--- src/rtl/fdiv_meter_pkg.sv ---
// Shared constants for the divided-strobe period meter.
package fdiv_pkg;

  localparam int unsigned CNT_W_DEF = 8;

  // One-hot state bit indices
  localparam int unsigned NumSt = 5;
  localparam int unsigned IDLE  = 0;
  localparam int unsigned FIRST = 1;
  localparam int unsigned MEAS  = 2;
  localparam int unsigned LOCK  = 3;
  localparam int unsigned OVF   = 4;

  typedef enum logic [NumSt-1:0] {
    StIdle  = 5'b00001,
    StFirst = 5'b00010,
    StMeas  = 5'b00100,
    StLock  = 5'b01000,
    StOvf   = 5'b10000
  } state_e;

endpackage

--- src/rtl/fdiv_meter_if.sv ---
// Control inputs and measurement outputs of the period meter.
interface fdiv_meter_if #(
  parameter int unsigned CNT_W = fdiv_pkg::CNT_W_DEF
) ();

  logic             clr;
  logic             en;
  logic             fin;
  logic [CNT_W-1:0] period;
  logic             period_vld;
  logic             lock;
  logic             ovf;

  modport master (
    output clr, en, fin,
    input  period, period_vld, lock, ovf
  );

  modport slave (
    input  clr, en, fin,
    output period, period_vld, lock, ovf
  );

endinterface

--- src/rtl/fdiv_meter_rise_det.sv ---
// Enable-gated rising-edge detector for the measured strobe.
module rise_det (
  input  logic clk,
  input  logic rst_b,
  input  logic clr_i,
  input  logic en_i,
  input  logic fin_i,
  output logic rise_o
);

  logic fin_q, fin_d;

  // Previous-sample register only advances on enabled or clearing cycles
  always_comb begin
    fin_d = fin_q;
    if (clr_i || en_i) begin
      fin_d = fin_i;
    end
  end

  // Resets high so a strobe already high at release is not seen as an edge
  always_ff @(posedge clk or negedge rst_b) begin
    if (!rst_b) begin
      fin_q <= 1'b1;
    end else begin
      fin_q <= fin_d;
    end
  end

  assign rise_o = en_i & ~fin_q & fin_i;

endmodule

--- src/rtl/fdiv_meter.sv ---
// Measures the spacing of strobe rising edges in enabled clock cycles and
// reports lock (equal consecutive periods) and overflow (no edge in range).
module fdiv_meter
  import fdiv_pkg::*;
#(
  parameter int unsigned CNT_W = CNT_W_DEF
) (
  input  logic              clk,
  input  logic              rst_b,
  fdiv_meter_if.slave       bus
);

  localparam logic [CNT_W-1:0] CntOne = CNT_W'(1);
  localparam logic [CNT_W-1:0] CntMax = '1;

  logic [NumSt-1:0] st_q, st_d;
  logic [CNT_W-1:0] cnt_q, cnt_d;
  logic [CNT_W-1:0] period_q, period_d;
  logic             vld_q, vld_d;
  logic             rise;
  logic             go;
  logic             in_meas;
  logic             at_max;
  logic             eq;

  rise_det u_rise_det (
    .clk    (clk),
    .rst_b  (rst_b),
    .clr_i  (bus.clr),
    .en_i   (bus.en),
    .fin_i  (bus.fin),
    .rise_o (rise)
  );

  assign go      = bus.en & ~bus.clr;
  assign in_meas = st_q[FIRST] | st_q[MEAS] | st_q[LOCK];
  assign at_max  = (cnt_q == CntMax);
  assign eq      = (cnt_q == period_q);

  // One-hot next state; disabled cycles hold, clear forces IDLE
  always_comb begin
    st_d = '0;
    st_d[IDLE]  = bus.clr | (st_q[IDLE] & ~(go & rise));
    st_d[FIRST] = ~bus.clr & ((~bus.en & st_q[FIRST]) |
                  (go & (((st_q[IDLE] | st_q[OVF]) & rise) |
                         (st_q[FIRST] & ~rise & ~at_max))));
    st_d[MEAS]  = ~bus.clr & ((~bus.en & st_q[MEAS]) |
                  (go & ((rise & (st_q[FIRST] | ((st_q[MEAS] | st_q[LOCK]) & ~eq))) |
                         (st_q[MEAS] & ~rise & ~at_max))));
    st_d[LOCK]  = ~bus.clr & ((~bus.en & st_q[LOCK]) |
                  (go & ((rise & (st_q[MEAS] | st_q[LOCK]) & eq) |
                         (st_q[LOCK] & ~rise & ~at_max))));
    st_d[OVF]   = ~bus.clr & ((~bus.en & st_q[OVF]) |
                  (go & ((in_meas & ~rise & at_max) | (st_q[OVF] & ~rise))));
  end

  // Counter, period capture and valid pulse
  always_comb begin
    cnt_d    = cnt_q;
    period_d = period_q;
    vld_d    = 1'b0;
    if (bus.clr) begin
      cnt_d    = '0;
      period_d = '0;
    end else if (bus.en) begin
      if (rise) begin
        if (in_meas) begin
          period_d = cnt_q;
          vld_d    = 1'b1;
        end
        cnt_d = CntOne;
      end else if (in_meas && !at_max) begin
        cnt_d = cnt_q + CntOne;
      end
    end
  end

  // State registers
  always_ff @(posedge clk or negedge rst_b) begin
    if (!rst_b) begin
      st_q     <= StIdle;
      cnt_q    <= '0;
      period_q <= '0;
      vld_q    <= 1'b0;
    end else begin
      st_q     <= st_d;
      cnt_q    <= cnt_d;
      period_q <= period_d;
      vld_q    <= vld_d;
    end
  end

  assign bus.period     = period_q;
  assign bus.period_vld = vld_q;
  assign bus.lock       = st_q[LOCK];
  assign bus.ovf        = st_q[OVF];

endmodule

--- src/flat_wrapper.sv ---
// flat-port wrapper written by rule: the top's interface ports become plain ports
module fdiv_meter_flat import fdiv_pkg::*;
#(
  parameter int unsigned CNT_W = CNT_W_DEF
)
  (clk, rst_b, bus_clr, bus_en, bus_fin, bus_period, bus_period_vld, bus_lock, bus_ovf);
  fdiv_meter_if #(.CNT_W(CNT_W)) bus_i ();
  input  logic clk;
  input  logic rst_b;
  input wire logic [$bits(bus_i.clr)-1:0] bus_clr;
  input wire logic [$bits(bus_i.en)-1:0] bus_en;
  input wire logic [$bits(bus_i.fin)-1:0] bus_fin;
  output wire logic [$bits(bus_i.period)-1:0] bus_period;
  output wire logic [$bits(bus_i.period_vld)-1:0] bus_period_vld;
  output wire logic [$bits(bus_i.lock)-1:0] bus_lock;
  output wire logic [$bits(bus_i.ovf)-1:0] bus_ovf;
  assign bus_i.clr = bus_clr;
  assign bus_i.en = bus_en;
  assign bus_i.fin = bus_fin;
  assign bus_period = bus_i.period;
  assign bus_period_vld = bus_i.period_vld;
  assign bus_lock = bus_i.lock;
  assign bus_ovf = bus_i.ovf;
  fdiv_meter #(.CNT_W(CNT_W)) u_core (.clk(clk), .rst_b(rst_b), .bus(bus_i));
endmodule
--- config.mk ---
export PLATFORM = sky130hd
export DESIGN_NAME = fdiv_meter_flat
export DESIGN_NICKNAME = d
export VERILOG_FILES = /design/src/rtl/fdiv_meter_pkg.sv /design/src/rtl/fdiv_meter_if.sv /design/src/rtl/fdiv_meter_rise_det.sv /design/src/rtl/fdiv_meter.sv /design/src/flat_wrapper.sv
export SDC_FILE = /design/constraint.sdc
export NUM_CORES = 1
export LEC_CHECK = 0
export CORE_MARGIN = 5
export CORE_UTILIZATION = 32
export CTS_CLUSTER_DIAMETER = 120
export DETAILED_ROUTE_END_ITERATION = 10
export GPL_TIMING_DRIVEN = 1
export SKIP_LAST_GASP = 1
export SYNTH_ARGS = -nofsm -noshare
export SYNTH_HDL_FRONTEND = slang
export SYNTH_SLANG_ARGS = --single-unit
export TNS_END_PERCENT = 20
--- constraint.sdc ---
create_clock -name clk -period 1.6 [get_ports clk]
set_clock_uncertainty 0.15 [all_clocks]
set_input_delay 0.24 -clock clk [delete_from_list [all_inputs] [get_ports clk]]
set_output_delay 0.24 -clock clk [all_outputs]
set_load 0.01 [all_outputs]
-- After elaboration in Yosys (flattened, before gate mapping)
Cells that the tools add are included.
- bits in registers: 23
- input bits: 5
- output and inout bits: 11
- logic and storage cells: 81
- reduce and logical (&&, ||, !) cells: 9
- $add $sub $neg: 1
- bitwise logic cells: 52
- eq/ne operators: 2
- mux-type cells: 12
- operator list (kind ; number):
    $mux 8 ; 8
    $and 1x1->1 ; 31
    $or 1x1->1 ; 14
    $add 8x1->8 const B ; 1
    $eq 8x8->1 ; 1
    $eq 8x8->1 const B ; 1
    $not 1->1 ; 7
    $reduce_bool 2->1 ; 3
    $mux 1 ; 4
    $reduce_and 3->1 ; 1
    $reduce_bool 3->1 ; 1
    $reduce_and 2->1 ; 1
    $logic_and 1x1->1 ; 1
    $logic_not 1->1 ; 1
    $logic_or 1x1->1 ; 1

-- Logic depth before layout (Yosys ltp)
Gate-level depths: netlist of run 1.
- depth after elaboration: 10
- gate-level depth with buffers: 6
- gate-level depth less buffers: 5

-- By module
Synthesis of run 1 repeated with hierarchy kept, for this count alone.
- cells, all modules: 107
- area total of the unflattened synthesis: 1146.1 um^2
- modules (own cells, without submodules) (module ; cells each ; area an instance (um^2) ; seq. area each (um^2) ; times used):
    fdiv_meter ; 102 ; 1097.3 ; 551.8 ; 1
    rise_det ; 5 ; 48.8 ; 26.3 ; 1

-- Worst setup path after synthesis of run 1
OpenSTA, ideal clock, no wires.
- path kind: register to register
- start: reg u_core.cnt_q[1]
- end: reg u_core.cnt_q[5]
- data required time: 1.372 ns
- setup slack: -0.182 ns
- period minus slack after synthesis: 1.782 ns
- path buffers: 0
- data arrival time: 1.555 ns
- cell stages (with the launch flop): 6
- setup time: 0.078 ns
- cells stage by stage: dfrtp_1 > ha_1 > nand3_1 > o221ai_4 > or4_1 > a21oi_1
- cells in the longest elaborated chain, start to end: 5
- elaborated cells between the ends (all ways): 10
- those cells by class: 1 x add/sub; 1 x eq/ne; 4 x mux; 4 x reduce/logical
- RTL lines (item ; line ; text):
    start: declaration ; fdiv_meter.sv:17 ; logic [CNT_W-1:0] cnt_q, cnt_d;
    start signal: assignment ; fdiv_meter.sv:87 ; cnt_q <= cnt_d;
    $add 8x1->8 or $eq 8x8->1 (tied branches) ; fdiv_meter.sv:73, fdiv_meter.sv:37 ;
    $mux 8 or $logic_not 1->1 (tied branches) ; fdiv_meter.sv:72 ; end else if (in_meas && !at_max) begin
    $mux 8 or $logic_and 1x1->1 (tied branches) ; fdiv_meter.sv:66, fdiv_meter.sv:72 ;
    $mux 8 or $reduce_bool 3->1 (tied branches) ; n/a ;
    $mux 8 or $reduce_and 2->1 (tied branches) ; n/a ;
Parallel ways exist; a longest one is shown, timed or not. The select of a mux whose other input is x is not followed.
A chain may end at the register's enable or synchronous reset.

-- Worst setup path after layout of run 1
- start: in bus_en
- end: reg u_core.st_q[3]
- cells in the longest elaborated chain, start to end: 9
- elaborated cells between the ends (all ways): 14
- those cells by class: 14 x bitwise
- RTL lines (item ; line ; text):
    start: declaration ; flat_wrapper.sv:11 ; input wire logic [$bits(bus_i.en)-1:0] bus_en;
    $and 1x1->1 (2 in a row) ; fdiv_meter_rise_det.sv:30 ; assign rise_o = en_i & ~fin_q & fin_i;
    $not 1->1 ; fdiv_meter.sv:52 ; (st_q[LOCK] & ~rise & ~at_max))));
    $and 1x1->1 (2 in a row) ; fdiv_meter.sv:52 ;
    $or 1x1->1 ; fdiv_meter.sv:51 ; (go & ((rise & (st_q[MEAS] | st_q[LOCK]) & eq) |
    $and 1x1->1 ; fdiv_meter.sv:51 ;
    $or 1x1->1 (*) ; fdiv_meter.sv:50 ; st_d[LOCK] = ~bus.clr & ((~bus.en & st_q[LOCK]) |
    $and 1x1->1 (*) ; fdiv_meter.sv:50 ;
    via u_core.st_d[3] ; fdiv_meter.sv:16 ; logic [NumSt-1:0] st_q, st_d;
    end signal: assignment ; fdiv_meter.sv:81 ; st_q <= StIdle;
    end signal: assignment ; fdiv_meter.sv:86 ; st_q <= st_d;
    end: declaration ; fdiv_meter.sv:16 ;
The timed path passes the listed nets; every way through them passes the cells marked *.

==> flow_summary.json, run 1 <==
{
  "nFillCells": 364,
  "drc": 0,
  "arrival_ns": 1.75,
  "grt_max_degree": 24,
  "hpwl_um": 2130,
  "synth-edff-count": 0,
  "async_reset_ff_share_pct": 100,
  "max_stage_delay_ns": 0.61,
  "die_y_um": 71.9,
  "cts_sinks": 23,
  "insertion_delay_ns": 0.27,
  "max_freq_mhz": 587,
  "drtPass1Iterations": 4,
  "yosysTopAreaCellShare_pct": 42.9,
  "dieArea_um2": 5170,
  "start_util_pct": 33.2,
  "yosysSeqAreaShare_pct": 47.1,
  "r2r-start": "u_core.cnt_q[0]",
  "setup_slack_ns": -0.104,
  "yosys_warnings": 0,
  "synth.area.top_cells": "dfrtp_1 (43%), a22o_1 (5.7%), xnor2_1 (5.7%)",
  "power_density_nw_per_um2": 627,
  "synthesis.nets": 123,
  "vias": 1097,
  "critPathRequiredTime_ns": 1.65,
  "rr_endpoint": "u_core.st_q[3]",
  "grt_usage_pct": 12.5,
  "final_cell_mix": "buf_4 (38), dfrtp_1 (20), clkdlybuf4s50_1 (15)",
  "end_kind": "flop",
  "ir_drop_mv": 0.286,
  "post-route-util_pct": 49.3,
  "nNetsFinal": 173,
  "htreeDepth": 1,
  "worstPathCellList": "clkdlybuf4s50_1 -> and3b_2 -> nand2b_1 -> nor4_2 -> o32a_1",
  "maxSlewHeadroom_pct": 79.1,
  "port_buffers": 15,
  "synth_area_um2": 1230,
  "layout_worst_path_cycle_share_pct": 107,
  "die_x_um": 71.9,
  "cts.clk_slew.worst_paths_ns": 0.09,
  "final_common_cell": "buf_4",
  "violations": "setup timing",
  "cts_tree": "yes",
  "final_antenna_net_count": 0,
  "ys_ff_latch": 23,
  "gp_congestion": 0.824,
  "synthCells": 117,
  "yosys_most_used_dff": "dfrtp_1",
  "total_power_w": 0.00114,
  "overflow": 0,
  "post_drt_via_cell_ratio": 5.13,
  "timing.max_cap.violations": 0,
  "ios": 16,
  "drtIter0Drc": 42,
  "drv_slew": 0,
  "worst-r2r-setup-slack_ns": -0.09,
  "avgSynthCellArea_um2": 10.5,
  "cts_buffer_depth": 2,
  "ys_types": 43,
  "post_drt_wl_per_cell_um": 14.3,
  "cp_slowest_cell": "clkdlybuf4s50_1",
  "antenna_found_initial": 0,
  "cp_top_family": "simple AND/OR/NAND/NOR gates",
  "numCtsBuffers": 3,
  "grt_pass1_vias": 1093,
  "worstSetupPathType": "in2reg",
  "num_antenna_cells": 0,
  "worstSetupStartpointType": "input pin",
  "row_count": 22,
  "hold_path_class": "in2async",
  "drive_gt1_share_pct": 39.8,
  "final-setup-viol-count": 20,
  "post-place-ws_ns": -0.330,
  "grt_pass1_wl_um": 5130,
  "syn_to_final_growth_pct": 48.4,
  "p_leak_nw": 0.771,
  "status": "finished, violations left",
  "core_um2": 3690,
  "cts_root_buf": "clkbuf_8",
  "yosys.area.top_type": "dfrtp_1",
  "worst-path-max-fanout": 5,
  "cts_hold_buf": 0,
  "critPathBufInv": 1,
  "layout_min_cycle_time_ns": 1.70,
  "hold_violations": 0,
  "reg2reg_depth": 7,
  "finalWirelength_um": 3050,
  "worstMarginPinSlew_ns": 0.312,
  "rsz0062_at_grt": "yes"
}
through the flow:
step	hold WS, ns	setup TNS, ns	cell area [µm²]	cells
global route	0.179	-2.46	1820	214
CTS	0.176	-0.469	1770	213
floorplan	-0.206	-0.238	1240	117
finish	0.166	-0.657	1820	214
global placement	0.354	-3.66	1600	199
detailed placement	0.355	-4.17	1600	199
cell type report:
type                    instances  area, µm²  share of cell area (%)
clock buffers                   3       41.3                    2.27
clock inverters                 1       7.51                   0.413
inverters                       2       7.51                   0.413
multi-input cells              84        688                    37.8
flip-flops and latches         23        579                    31.8
well taps                      48       60.1                    3.30
repair buffers                 53        435                    23.9
how the worst max path moves through the flow:
| stage | from | end | cells after the start |
|---|---|---|---|
| floorplan | u_core.st_q[2] | u_core.bus.period[0] | 5 |
| global placement | bus_en | u_core.st_q[3] | 5 |
| detailed placement | bus_en | u_core.st_q[3] | 5 |
| CTS | u_core.cnt_q[1] | u_core.cnt_q[5] | 5 |
| global route | u_core.cnt_q[1] | u_core.cnt_q[5] | 5 |
| finish | bus_en | u_core.st_q[3] | 5 |
cells by family after synthesis:
logic type               Yosys count  share of synthesized area, %
AO/OA/AOI/OAI                     32                          20.2
XOR/XNOR                           9                          6.43
adder cells (fa/ha/maj)            1                          1.02
buffers and inverters             10                          4.29
flip-flops                        23                          47.1
multiplexers                       3                          2.55
AND/OR/NAND/NOR                   39                          18.4
state kept, by name, summed over array words and instances, names as in the netlist:
register / cells
u_core.bus.period: 8
u_core.st_q: 5
u_core.u_rise_det.fin_q: 1
u_core.bus.period_vld: 1
u_core.cnt_q: 8
power breakdown:
| part | internal [W] | switching, W |
|---|---|---|
| logic | 0.0000893 | 0.0000889 |
| registers | 0.000593 | 0.00000657 |
| clock network | 0.000176 | 0.000186 |
metal layers:
layer	vias up	share of wire (%)	track usage [%]
met4	0	1.2	5.01
met1	542	46	16.8
met5	-	0	0
li1	536	-	-
met3	4	3.2	2.35
met2	15	50	19.9
cell usage after synthesis, types with 3 or more instances:
cell type and count:
a21oi_1 5, o21ai_0 7, buf_2 4, a22o_1 8, nand2_1 6, nand4_1 3, dfrtp_1 21, xnor2_1 8
or3_1 4, nand3_1 3, nor2_1 7, nand2b_1 3
worst register-to-register path, delay by kind of cell, from the launching register on:
kind / cells / cell delay, ns
AOI/OAI and AO/OA: 1 / 0.29
DFF: 1 / 0.39
buffers and inverters: 3 / 0.46
and+or+nand+nor: 2 / 0.18
xor gates and xnor gates: 1 / 0.12
repair_timing:
action | in CTS | in global routing
pin swaps | 10 | 3
setup buffers | 10 | 1
resized for setup | 10 | 8
endpoints found under the setup margin | 28 | 31
endpoints found under the hold margin | 0 | 0
Note: power is estimated with default switching activity, not from simulation.
==> run 2: changes to the inputs <==
Settings changed: PLACE_DENSITY set to 0.56, SKIP_LAST_GASP 1 to unset.
==> run 2 against run 1 <==
  * The flow still finishes with violations (setup timing)
  * Global-route usage fell by 0.48 points
  * Die area stayed put
  * Power grew 1.6%
  * Fmax grew 2.5%
  * Final cell count is 2.3% lower
==> flow_summary.json, run 2 (synthesis gave the netlist of run 1 again) <==
{
  "ios": 16,
  "p_seq_share_pct": 51.9,
  "port_buffers": 15,
  "dpl_cell_area_um2": 1590,
  "maxSlewHeadroom_pct": 80.1,
  "setup_slack_ns": -0.0628,
  "power_density_nw_per_um2": 633,
  "post_drt_via_cell_ratio": 5.19,
  "violations": "setup timing",
  "p_leak_nw": 0.810,
  "grt_usage_pct": 12.0,
  "final-setup-viol-count": 6,
  "gp_congestion": 0.823,
  "timing.max_cap.violations": 0,
  "post_drt_wl_per_cell_um": 14.5,
  "clkPwrFrac_pct": 32.9,
  "drv_slew": 0,
  "cts.clk_slew.worst_paths_ns": 0.09,
  "end_kind": "flop",
  "syn_to_final_growth_pct": 49.2,
  "hold_path_class": "in2async",
  "cts_buffer_depth": 2,
  "worstSetupStartpointType": "flop",
  "final_cells": 209,
  "ir_drop_mv": 0.318,
  "max_freq_mhz": 601,
  "finalWirelength_um": 3030,
  "dieArea_um2": 5170,
  "antenna_found_initial": 0,
  "numCtsBuffers": 3,
  "drive_gt1_share_pct": 42.9,
  "dp.cells": 197,
  "combPwrFrac_pct": 15.2,
  "final_common_cell": "buf_4",
  "row_count": 22,
  "total_power_w": 0.00116,
  "hpwl_um": 2190,
  "final_cell_mix": "buf_4 (27), dfrtp_1 (16), dlygate4sd2_1 (10)",
  "status": "finished, violations left",
  "core_um2": 3690,
  "swShare_pct": 25.8,
  "nNetsFinal": 168,
  "cts_tree": "yes",
  "htreeDepth": 1,
  "num_antenna_cells": 0,
  "rsz0062_at_grt": "yes",
  "design_area_um2": 1830,
  "netSwitchingPower_w": 0.000299,
  "drc": 0,
  "cts_sinks": 23,
  "arrival_ns": 1.73,
  "drtPass1Iterations": 4,
  "cts_hold_buf": 0,
  "grt_max_degree": 24,
  "worst-path-max-fanout": 3,
  "final_antenna_net_count": 0,
  "layout_worst_path_cycle_share_pct": 104,
  "p_int_w": 0.000859,
  "grt_pass1_wl_um": 4940,
  "critPathRequiredTime_ns": 1.66,
  "hold_violations": 0,
  "overflow": 0,
  "layout_min_cycle_time_ns": 1.66,
  "drtIter0Drc": 52,
  "start_util_pct": 33.2,
  "worstMarginPinSlew_ns": 0.299,
  "die_x_um": 71.9,
  "vias": 1084,
  "post-route-util_pct": 49.6,
  "cts_root_buf": "clkbuf_8",
  "worstSetupPathType": "reg2reg",
  "insertion_delay_ns": 0.27,
  "grt_pass1_vias": 1055,
  "die_y_um": 71.9
}
==> run 2: power by group through the flow <==
stage	logic (W)	clock network (W)	registers [W]
global placement	0.000140	0	0.000612
floorplan	0.0000745	0	0.000610
detailed placement	0.000142	0	0.000612
finish	0.000176	0.000381	0.000601
global route	0.000192	0.000417	0.000602
CTS	0.000161	0.000394	0.000599
==> run 2: through the flow <==
stage | hold slack, ns | TNS [ns] | setup WS (ns)
after floorplan | -0.206 | -0.238 | -0.0298
after global placement | 0.351 | -3.44 | -0.280
after detailed placement | 0.358 | -4.12 | -0.328
after CTS | 0.177 | -0.304 | -0.0976
after global routing | 0.194 | -0.649 | -0.108
final | 0.169 | -0.207 | -0.0628
==> run 2: layer usage <==
metal  up-vias  wire length (µm)  global-route usage (%)
met4         0                55                    5.22
li1        527                 -                       -
met2        17              1500                    19.4
met1       536              1390                    15.8
met5         -                 0                       0
met3         4                80                    2.08
==> run 2: final timing paths <==
check / from / to / slack, ns / cells after the start
worst max register to register: u_core.cnt_q[0] / u_core.cnt_q[7] / -0.06 / 5
worst min register to register: u_core.st_q[0] / u_core.st_q[0] / 0.37 / 1
max in group asynchronous: rst_b / u_core.u_rise_det.fin_q / 0.83 / 2
worst max-delay path: u_core.cnt_q[0] / u_core.cnt_q[7] / -0.06 / 5
worst min-delay path: rst_b / u_core.bus.period[5] / 0.17 / 2
min in group clk: u_core.st_q[0] / u_core.st_q[0] / 0.37 / 1
==> run 2: area by class of cell <==
type                       instances  area [µm²]
inverter                           2        7.51
timing repair buffer              48         410
multi-input combinational         84         718
fill                             353        1860
clock inverter                     1        7.51
clock buffer                       3        41.3
sequential                        23         584
tap                               48        60.1
==> run 2: what timing repair did <==
item / 4_1_cts / 5_1_grt
gates resized for setup: 13 / 29
endpoints found under the hold margin: 0 / 0
buffers inserted: 7 / 2
endpoints found under the setup margin: 29 / 17
cloned: 0 / 0
pin swaps: 4 / 10
==> run 2: critical path, cell delays in order, from the launching register on <==
cell	delay, ns
dfrtp_1	0.41
buf_6	0.12
nand3_1	0.09
or3_4	0.38
or3_4	0.34
a21oi_2	0.12
